==> config.mk <==
export PLATFORM = sky130hd
export DESIGN_NAME = bfp_stage_bw_detect
export DESIGN_NICKNAME = d
export VERILOG_FILES = /design/src/rtl/bfp_pkg.sv /design/src/rtl/bfp_sample_bw.sv /design/src/rtl/bfp_stage_bw_detect.sv
export SDC_FILE = /design/constraint.sdc
export NUM_CORES = 1
export LEC_CHECK = 0
export CORE_ASPECT_RATIO = 0.5
export CORE_MARGIN = 2
export CORE_UTILIZATION = 46
export DETAILED_ROUTE_END_ITERATION = 12
export GPL_TIMING_DRIVEN = 0
export MAX_ROUTING_LAYER = met4
export PLACE_DENSITY = 0.77
export SLEW_MARGIN = 20
export SYNTH_ARGS = -nofsm -noshare
export SYNTH_HDL_FRONTEND = slang
export SYNTH_HIERARCHICAL = 1
export SYNTH_SLANG_ARGS = --single-unit
export TNS_END_PERCENT = 1
==> constraint.sdc <==
create_clock -name clk -period 2.02 [get_ports clk]
set_clock_uncertainty 0.2 [all_clocks]
set_input_delay 0.303 -clock clk [delete_from_list [all_inputs] [get_ports clk]]
set_output_delay 0.303 -clock clk [all_outputs]
set_load 0.005 [all_outputs]
==> src/rtl/bfp_pkg.sv <==
// Shared widths, types and the per-value significant-width helper for the BFP
// bit-width detection path.
package bfp_pkg;

    localparam int FFT_DW            = 16;
    localparam int FFT_MAX_BIT_WIDTH = 5;

    typedef logic [FFT_MAX_BIT_WIDTH-1:0] bw_t;
    typedef logic signed [FFT_DW-1:0]     sample_t;

    typedef enum logic {
        ST_IDLE = 1'b0,
        ST_BUSY = 1'b1
    } frame_st_t;

    localparam bw_t BW_SAT = bw_t'(FFT_DW);

    // Fold the sign into the magnitude bits so 0 and -1 both give width 0.
    function automatic bw_t sig_width(input sample_t x);
        logic [FFT_DW-1:0] w_mag;
        bw_t               w_bw;
        w_mag = x ^ {FFT_DW{x[FFT_DW-1]}};
        w_bw  = '0;
        for (int i = 0; i < FFT_DW - 1; i++) begin
            if (w_mag[i]) w_bw = bw_t'(i + 1);
        end
        return w_bw;
    endfunction

    function automatic bw_t bw_max(input bw_t a, input bw_t b);
        return (a > b) ? a : b;
    endfunction

endpackage

==> src/rtl/bfp_sample_bw.sv <==
// Combinational significant width of one complex sample; a saturated butterfly
// result forces the full data width.
module bfp_sample_bw
    import bfp_pkg::*;
(
    input  sample_t i_re,
    input  sample_t i_im,
    input  logic    i_ovf,
    output bw_t     o_bw
);

    bw_t w_re_bw;
    bw_t w_im_bw;

    always_comb begin
        w_re_bw = sig_width(i_re);
        w_im_bw = sig_width(i_im);
        o_bw    = i_ovf ? BW_SAT : bw_max(w_re_bw, w_im_bw);
    end

endmodule

==> src/rtl/bfp_stage_bw_detect.sv <==
// Tracks the maximum sample bit width over one FFT pass and reports it as an
// init (ADC pass) or update (butterfly pass) pulse for the BFP accumulator.
//
// state   | meaning
// --------+----------------------------------------------
// ST_IDLE | no frame open, samples ignored
// ST_BUSY | frame open, counting accepted samples
module bfp_stage_bw_detect
    import bfp_pkg::*;
#(
    parameter int N_SAMPLES = 1024,
    parameter int CNT_W     = $clog2(N_SAMPLES)
) (
    input  logic             clk,
    input  logic             reset_n,
    input  logic             frame_start,
    input  logic             src_adc,
    input  logic             in_valid,
    input  sample_t          in_re,
    input  sample_t          in_im,
    input  logic             in_ovf,
    output logic             busy,
    output logic [CNT_W-1:0] sample_cnt,
    output logic             init,
    output bw_t              bw_init,
    output logic             update,
    output bw_t              bw_new
);

    localparam logic [CNT_W-1:0] LAST_IDX = CNT_W'(N_SAMPLES - 1);

    frame_st_t        r_state;
    logic [CNT_W-1:0] r_cnt;
    logic             r_src;

    bw_t              r_max;
    logic             r_s1_vld;
    logic             r_s1_last;
    logic             r_s1_src;
    bw_t              r_s1_bw;

    logic             r_init;
    logic             r_update;
    bw_t              r_bw_init;
    bw_t              r_bw_new;

    logic             w_accept;
    logic             w_last;
    bw_t              w_sample_bw;
    bw_t              w_fold;

    bfp_sample_bw u_sample_bw (
        .i_re  (in_re),
        .i_im  (in_im),
        .i_ovf (in_ovf),
        .o_bw  (w_sample_bw)
    );

    assign w_accept = in_valid && (r_state == ST_BUSY) && !frame_start;
    assign w_last   = w_accept && (r_cnt == LAST_IDX);
    assign w_fold   = bw_max(r_max, r_s1_bw);

    always_ff @(posedge clk or negedge reset_n) begin
        if (!reset_n) begin
            r_state <= ST_IDLE;
            r_cnt   <= '0;
            r_src   <= 1'b0;
        end else begin
            case (r_state)
                ST_IDLE: begin
                    if (frame_start) begin
                        r_state <= ST_BUSY;
                        r_cnt   <= '0;
                        r_src   <= src_adc;
                    end
                end
                ST_BUSY: begin
                    if (frame_start) begin
                        r_cnt <= '0;
                        r_src <= src_adc;
                    end else if (w_last) begin
                        r_state <= ST_IDLE;
                        r_cnt   <= '0;
                    end else if (w_accept) begin
                        r_cnt <= r_cnt + 1'b1;
                    end
                end
                default: r_state <= ST_IDLE;
            endcase
        end
    end

    // Source travels with the last sample so a back-to-back frame_start that
    // re-latches r_src cannot redirect the previous frame's report.
    always_ff @(posedge clk or negedge reset_n) begin
        if (!reset_n) begin
            r_s1_vld  <= 1'b0;
            r_s1_last <= 1'b0;
            r_s1_src  <= 1'b0;
            r_s1_bw   <= '0;
            r_max     <= '0;
        end else begin
            r_s1_vld  <= w_accept;
            r_s1_last <= w_last;
            r_s1_src  <= r_src;
            if (w_accept) r_s1_bw <= w_sample_bw;
            if (frame_start)   r_max <= '0;
            else if (r_s1_vld) r_max <= w_fold;
        end
    end

    always_ff @(posedge clk or negedge reset_n) begin
        if (!reset_n) begin
            r_init    <= 1'b0;
            r_update  <= 1'b0;
            r_bw_init <= '0;
            r_bw_new  <= '0;
        end else begin
            r_init   <= r_s1_last && r_s1_src;
            r_update <= r_s1_last && !r_s1_src;
            if (r_s1_last && r_s1_src)  r_bw_init <= w_fold;
            if (r_s1_last && !r_s1_src) r_bw_new  <= w_fold;
        end
    end

    assign busy       = (r_state == ST_BUSY);
    assign sample_cnt = r_cnt;
    assign init       = r_init;
    assign update     = r_update;
    assign bw_init    = r_bw_init;
    assign bw_new     = r_bw_new;

endmodule
==> summary by stage <==
Die
The I/O pin total is 61. The die extent in x is 114 um. The floorplan step defined a die boundary enclosing 6680 um^2. The die is 58.8 um tall. The floorplan step defined a core boundary enclosing 5630 um^2. Row generation in the floorplan step produced 19 rows. The initial utilization of the core area, before any placement, comes to 49.0%.

Timing
The number of setup violations in the final report is 20. Setup repair after global routing could not meet its margin everywhere. Across all hold checks on the routed design, the worst slack comes to 0.182 ns. Headroom to the max-slew limit came out at 66.3%. The fmax is 370 MHz. The max-slew violation count is 0.

The count of endpoints failing hold in the final timing report is 0. The total negative slack for setup checks is -5.18 ns. The final critical path takes up 134% of the cycle.

The transition time at the pin with the least slew margin is 0.500 ns. The post-layout minimum cycle time is 2.70 ns. Once routing completed, OpenROAD measured the worst setup slack at -0.680 ns.

Final layout
The number of nets in the finished design is 475. Summing all non-filler instances in the final layout gives an area of 3970 um^2. The repair_antennas step left the layout with diodes totalling 0.

The post-route netlist has 22.2% of its cells at a drive strength greater than 1. From synthesis to final layout, the design area changed by 43.7%.

Drt
The first detailed-routing pass took 5 iterations. The initial detailed-routing violation count is 191. In the final routed layout, each cell accounts on average for 16.2 um. The count of nets left with antenna violations once routing finished came out at 0.

The total vias in the final route is 3,042. The vias per cell is 6.07. After detailed routing, the number of remaining DRC violations is 0.

The routed design has 8.13 mm of wire.

Placed design
The last weighted congestion value of the routability-driven placer is 0.891. Once detailed placement completed, the half-perimeter wirelength came to 5.47 mm. The post-placement cell area is 3480 um^2. The count of input and output buffers is 58.

Synthesis
Among all flip-flop cells after synthesis, the most frequent one is dfrtp_1. For this run, the number of Yosys warnings is 6. The synthesized design spends more area on one cell type than any other, namely dfrtp_1.

Of all flip-flops after synthesis, the portion carrying an async set or reset was 100%. The count of unique library cells instantiated by Yosys is 59. After synthesis, the largest area contributor takes up 33.5% of total cell area. The mapped cell area is 2760 um^2. After technology mapping, the gate count stands at 339. The number of enable-type register cells in the synthesized netlist is 0. In this run, synthesis produced a sequential element count of 37.

The share of synthesized area occupied by flip-flops and latches is 33.5%. In the synthesized netlist, the cells that appear most often are dfrtp_1 (37), nand2_1 (37), nand3_1 (27). The mean instance size in the synthesized netlist is 8.15 um^2. By area the synthesized netlist is led by dfrtp_1 (34%), nand2_1 (5.0%), nand3_1 (4.9%). The number of nets in the synthesized netlist is 387.

Hold path
In this run the most critical hold path is launched from r_src. The path category of the worst min-delay check is reg2reg.

Clock tree
The CTS tree is yes. The library cell used as clock root buffer is clkbuf_16. The longest clock path from root to sink contains 2 buffers. After clock tree synthesis, the clock-pin slew on the worst setup and hold paths is 0.06 ns. The worst-skew pair later-pin latency is 0.29 ns. The clock drives 37 sinks. The number of H-tree levels is 2. TritonCTS created 5 clock buffers.

Worst setup path
The startpoint-to-endpoint class of the critical path is in2reg. The maximum fanout along the worst path is 6. The worst setup path is captured at a register. The worst stage delay on the critical path is 0.30 ns.

The highest-delay cell along the critical path is or2_4. The reg-to-reg startpoint is r_s1_bw[3]. The cell seen most often among critical-path stages is nor2b_4. The launch point of the worst path is in_re[10]. The worst setup path is launched from an input pin.

For the worst setup path, the data required time is 2.02 ns. The arrival time reported for the critical path endpoint is 2.70 ns. The critical path goes through dlygate4sd2_1 -> or2_4 -> o22ai_4 -> o221ai_2 -> nor2b_1 -> ha_1 -> nor2b_4 -> o21ai_2 -> a21oi_4 -> nor2b_4 -> a311oi_2 -> nand2_1 -> o21ai_1.

Status
The flow ran to the end, but the final reports show violations. The checks that failed: setup timing.

Global route
The number of global-route vias before repair is 2,968. Entering global routing, the biggest net connects 25 pins. Global routing consumed, over all layers together, 26.5% of the routing resources.

Summed over all layers, the global routing overflow is 0. The number of antenna violations at the first check in global routing was 0. The first global-routing pass estimated 13.6 mm of wire.

Power and ir drop
The total power per unit cell area is 642 nW/um^2. The leakage power total is 1.69 nW. The maximum ir drop on the vdd rail is 326 uV.

Run
Across the run, the number of max-cap violations was 0.
## per-layer routing
metal,global-route usage [%],vias up,wire length (um)
li1,-,1461,-
met1,31.5,1444,3520
met2,46.4,118,3960
met3,4.12,19,500
met4,9.76,0,138
met5,-,-,0
## sequential cells by signal (all words and copies together), names as in the netlist
register	flops
bw_new	5
update	1
r_max	5
r_s1_vld	1
busy	1
r_s1_src	1
init	1
r_s1_last	1
sample_cnt	10
r_s1_bw	5
bw_init	5
r_src	1
## repair_timing
item / in CTS / in global routing
pin swaps: 27 / 0
endpoints found under the setup margin: 19 / 28
hold endpoints to repair: 14 / 0
hold buffers: 2 / 0
buffers inserted: 20 / 0
gates resized for setup: 102 / 7
## layout make-up
cell class,instances,area (um^2)
sequential,37,926
buffer,16,100
inverter,16,60.1
multi-input combinational,270,1850
tap,73,91.3
timing repair buffer,81,744
clock inverter,3,68.8
fill,447,1660
clock buffer,5,125
## report_power, final
part           switching, mW  leakage, nW  internal [mW]
clock                  0.319       0.0944          0.712
combinational          0.387         1.10          0.293
sequential            0.0606        0.496          0.780
## worst paths after layout
path	endpoint	slack [ns]	cells after the start
max in group asynchronous	r_s1_bw[3]	0.91	3
worst min register to register	r_s1_src	0.18	0
worst min-delay path	r_s1_src	0.18	0
min in group asynchronous	r_max[0]	0.27	2
worst max register to register	bw_new[4]	-0.24	8
worst max-delay path	r_s1_bw[2]	-0.68	13
## cells by family (layout without fill, tap and decap cells)
| logic type | count (synthesis) | in the layout | share of synthesized area, % |
|---|---|---|---|
| compound gates | 91 | 91 | 23.3 |
| mux | 3 | 3 | 1.18 |
| xor+xnor | 4 | 4 | 1.27 |
| flops | 37 | 37 | 33.5 |
| fa+ha+maj | 10 | 10 | 4.53 |
| buf+inv | 32 | 121 | 5.61 |
| simple gates | 162 | 162 | 30.6 |
## critical path, delay by kind of cell
family          cells  cell delay (ns)
compound gates      6             1.04
simple gates        5             0.77
buf+inv             1             0.29
fa+ha+maj           1             0.29
## cell usage in the layout (no fill, tap or decap), types with 12 or more instances in the layout
cell             instances
buf_4                   20
nand2_1                 37
dfrtp_1                 37
a31oi_1                 12
inv_1                   15
nor2b_1                 12
clkdlybuf4s50_1         27
nor2_1                  21
nand3_1                 25
nor3_1                  13
dlygate4sd2_1           15
## metrics by stage
step                worst slack [ns]  cells  util (%)  power [mW]
global placement               -1.31    470      61.3        1.39
finish                        -0.680    501      70.5        2.55
CTS                           -0.537    501      70.0        2.52
detailed placement             -1.43    471      61.7        1.42
global route                  -0.759    501      70.5        2.66
floorplan                     -0.624    339         -        1.19
Note: power is estimated with default switching activity, not from simulation.
==> patch 1, RTL diff (same flow settings) <==
Change the package constant `FFT_DW` from 16 to 18.
--- a/src/rtl/bfp_pkg.sv
+++ b/src/rtl/bfp_pkg.sv
@@ -3,5 +3,5 @@
 package bfp_pkg;
 
-    localparam int FFT_DW            = 16;
+    localparam int FFT_DW            = 18;
     localparam int FFT_MAX_BIT_WIDTH = 5;
 
Ports: changed (resized in_im and in_re); port bits go from 61 to 65. The function was not compared with the original's and may differ.
==> patch 1 against the unedited design <==
The flow still finishes with violations (setup timing); fmax down 3.4%; combinational power grew 21%; routed wire length grew 1.2%; register-to-register slack improved by 0.11 ns; final area grew 4.8%; power decreased by 3.7%; die area up 3.2%; worst setup slack lost 0.094 ns; synthesized area grew 3.4%; synthesized cell count fell by 2.1%; critical path depth unchanged; sequential cell count unchanged; sequential power is 2% lower; critical endpoint is now r_s1_bw[0]; largest cell class unchanged; highest routed layer unchanged.
==> patch 1: results <==
{
  "synthTopCellsByArea": "dfrtp_1, nand2_1, ha_1",
  "drive_above_1_share": 0.305,
  "tightest_slew_ns": 0.476,
  "numCtsBuffers": 5,
  "status": "complete, but fails checks",
  "setup_violations": 16,
  "grt_usage": 0.232,
  "ys_types": 65,
  "htree_levels": 2,
  "final_cells": 505,
  "power.leakage_nw": 1.68,
  "cp_max_fo": 8,
  "cts_buffer_depth": 2,
  "antenna_found_initial": 0,
  "violations": "setup timing",
  "max_stage_delay_ns": 0.35,
  "nNetsFinal": 469,
  "ys_warn_count": 6,
  "dpl-instance-area_um2": 3660,
  "synth.top_cells.by_count": "nand2_1, dfrtp_1, nor2_1",
  "min_path_type": "reg2reg",
  "setup_ws_ns": -0.774,
  "path_clk_slew_ns": 0.06,
  "dpl.hpwl_um": 5640,
  "grt_pass1_vias": 2620,
  "antenna_cells": 0,
  "peakVddDrop_mv": 0.305,
  "final_util": 0.690,
  "wl_um": 8220,
  "dp_cells": 483,
  "synth_nets": 385,
  "cp_slowest_cell": "ha_1",
  "final.fill_count": 483,
  "port_buffers": 62,
  "drtIter0Drc": 176,
  "fin_tns_setup_ns": -4.28,
  "critPathArrivalTime_ns": 2.76,
  "place_ws_ns": -1.38,
  "yosysSeqAreaShare": 0.324,
  "firstDrtPassIters": 4,
  "syn_inst": 332,
  "place_congestion": 0.930,
  "grt_max_degree": 20,
  "grt_first_pass_wirelength_um": 12400,
  "cp_top_family": "compound AO/OA/AOI/OAI gates",
  "vias_per_cell": 5.89
}
-- patch 1: worst paths after layout --
kind                       depth (start not counted)  startpoint  slack (ns)          to
max                                               13   in_im[17]       -0.77  r_s1_bw[0]
min                                                0       r_src        0.18    r_s1_src
max reg2reg                                        6  r_s1_bw[2]       -0.13  bw_init[0]
min reg2reg                                        0       r_src        0.18    r_s1_src
max in group asynchronous                          3     reset_n        0.85  r_s1_bw[3]
min in group asynchronous                          2     reset_n        0.31   bw_new[1]
-- patch 1: kinds of logic after synthesis --
logic type / after synthesis / synth area share
buffers and inverters: 26 / 0.0359
AND/OR/NAND/NOR: 145 / 0.261
adder cells (fa/ha/maj): 11 / 0.0482
multiplexers: 8 / 0.0293
flip-flops: 37 / 0.324
XOR/XNOR: 6 / 0.0184
AO/OA/AOI/OAI: 99 / 0.283
-- patch 1: cell type report --
class                           count  share of cell area
Sequential cell                    37               0.224
Clock inverter                      1             0.00120
Inverter                           18              0.0162
Timing Repair Buffer               77               0.163
Tap cell                           88              0.0265
Buffer                              8              0.0126
Clock buffer                        7              0.0367
Multi-Input combinational cell    269               0.520
-- patch 1: power breakdown --
part	total (mW)	internal, mW	switching, mW
logic	0.820	0.367	0.452
registers	0.824	0.775	0.0491
clock network	0.812	0.522	0.290
-- patch 1: per-layer routing --
metal | share of wire | wire (µm) | track usage | vias up
li1 | - | - | - | 1428
met1 | 0.47 | 3870 | 0.315 | 1445
met2 | 0.48 | 3970 | 0.378 | 82
met3 | 0.032 | 264 | 0.0294 | 19
met4 | 0.015 | 121 | 0.0482 | 0
met5 | 0 | 0 | - | -
-- patch 1: what timing repair did --
action                                 4_1_cts  5_1_grt
endpoints found under the hold margin       18        0
pin swaps                                   38       24
hold buffers                                 1        0
setup endpoints to repair                   20       20
gates resized for setup                    113       44
setup buffers                               11        2
==> patch 2, RTL diff (same flow settings) <==
Made on the original files. Remove the register `r_init`: a continuous assignment takes its place, so the output `init` follows one clock earlier.
--- a/src/rtl/bfp_stage_bw_detect.sv
+++ b/src/rtl/bfp_stage_bw_detect.sv
@@ -112,10 +112,8 @@
     always_ff @(posedge clk or negedge reset_n) begin
         if (!reset_n) begin
-            r_init    <= 1'b0;
             r_update  <= 1'b0;
             r_bw_init <= '0;
             r_bw_new  <= '0;
         end else begin
-            r_init   <= r_s1_last && r_s1_src;
             r_update <= r_s1_last && !r_s1_src;
             if (r_s1_last && r_s1_src)  r_bw_init <= w_fold;
@@ -123,4 +121,6 @@
         end
     end
+
+    assign r_init = r_s1_last && r_s1_src;
 
     assign busy       = (r_state == ST_BUSY);
Behaviour: same outputs for any inputs over 10 cycles, from zero or initial values and one cycle with reset_n low; that may be too few to reach the edited logic, so the function may still have changed.
==> patch 2 against the unedited design <==
The flow finishes with violations (DRC, setup timing); routed wire length is 6.0% higher; critical path type unchanged; core utilization up 0.97 points; final area increased by 0.95%; die area down 0.86%; synthesized area down 0.91%; sequential cell count down 1; hold slack got worse by 0.17 ns; synthesized cell count down 0.29%; worst setup slack better by 0.014 ns; power fell by 5.2%; critical endpoint is now r_s1_bw[0].
==> patch 2: results <==
{
  "combPwrFrac": 0.293,
  "synthTopCellsByArea": "dfrtp_1, nand2_1, nand3_1",
  "post-cts-setup-buffers": 21,
  "slew_viol_final": 0,
  "drtIter0Drc": 253,
  "yosysSeqAreaShare": 0.329,
  "final.fill_count": 431,
  "multi_input_area_share": 0.475,
  "syn_avg_cell_area_um2": 8.10,
  "n_sequential_cell": 36,
  "grt_pass1_vias": 2950,
  "place_ws_ns": -1.35,
  "sh_seq_area": 0.225,
  "wl_um": 8610,
  "max_stage_delay_ns": 0.39,
  "non_clock_buffer_area_share": 0.220,
  "dp_cells": 470,
  "regArea_um2": 902,
  "pwr_density_cell_nw_per_um2": 603,
  "synth_fa_ha_area_frac": 0.0457,
  "peakVddDrop_mv": 0.384,
  "nNetsFinal": 479,
  "grt_first_pass_wirelength_um": 13800,
  "fin_tns_setup_ns": -5.37,
  "sequentialPowerShare": 0.339,
  "grt_usage": 0.268,
  "cp-endpoint": "r_s1_bw[0]",
  "min_path_type": "in2reg",
  "setup_ws_ns": -0.666,
  "setup_violations": 19,
  "vias_per_cell": 6.15,
  "cts_hold_buf": 1,
  "synth_nets": 386,
  "synthMuxAreaShare": 0.0119,
  "tightest_slew_ns": 0.676,
  "worstHoldPathCells": 2,
  "power.net_switching_mw": 0.767,
  "synthesis.area_um2": 2740,
  "synth.top_cells.by_count": "nand2_1, dfrtp_1, nand3_1",
  "dpl.hpwl_um": 5570,
  "place_congestion": 0.855,
  "final_cells": 505,
  "cts_root_buf": "clkbuf_16",
  "power.leakage_nw": 1.71,
  "synth-xor-area-share": 0.0128,
  "status": "complete, but fails checks",
  "startpoint": "in_re[8]",
  "firstDrtPassIters": 8,
  "buffers": 102,
  "synth_compound_area_frac": 0.235,
  "violations": "DRC, setup timing",
  "drc_errors": 2,
  "cp_slowest_cell": "or3_4",
  "ys_async_sr_fraction": 1.00,
  "drive_above_1_share": 0.264,
  "clk_share": 0.0418,
  "dpl-instance-area_um2": 3450
}
[patch 2: cell count changes in the layout (fill, tap and decap cells not counted), sizes merged]
cell,change
clkinv,+1
dlygate4sd2,-2
clkbuf,+1
dlygate4sd3,-1
dfrtp,-1
bufinv,-1
clkdlybuf4s50,-2
buf,+9
clkdlybuf4s15,-2
inv,-1
clkinvlp,+1
dlymetal6s2s,+2
[patch 2: worst min-delay path by stage]
stage | startpoint | to | slack [ns]
2_1_floorplan | reset_n | busy | -0.19
3_3_place_gp | r_src | r_s1_src | 0.16
3_5_place_dp | reset_n | r_max[1] | 0.05
4_1_cts | frame_start | sample_cnt[8] | 0.01
5_1_grt | frame_start | sample_cnt[6] | 0.009
6_report | frame_start | r_max[4] | 0.01
[patch 2: per-layer routing]
metal | part of all wire | GRT usage
met3 | 0.064 | 0.0402
met5 | 0 | -
met2 | 0.50 | 0.472
met1 | 0.42 | 0.316
met4 | 0.022 | 0.110
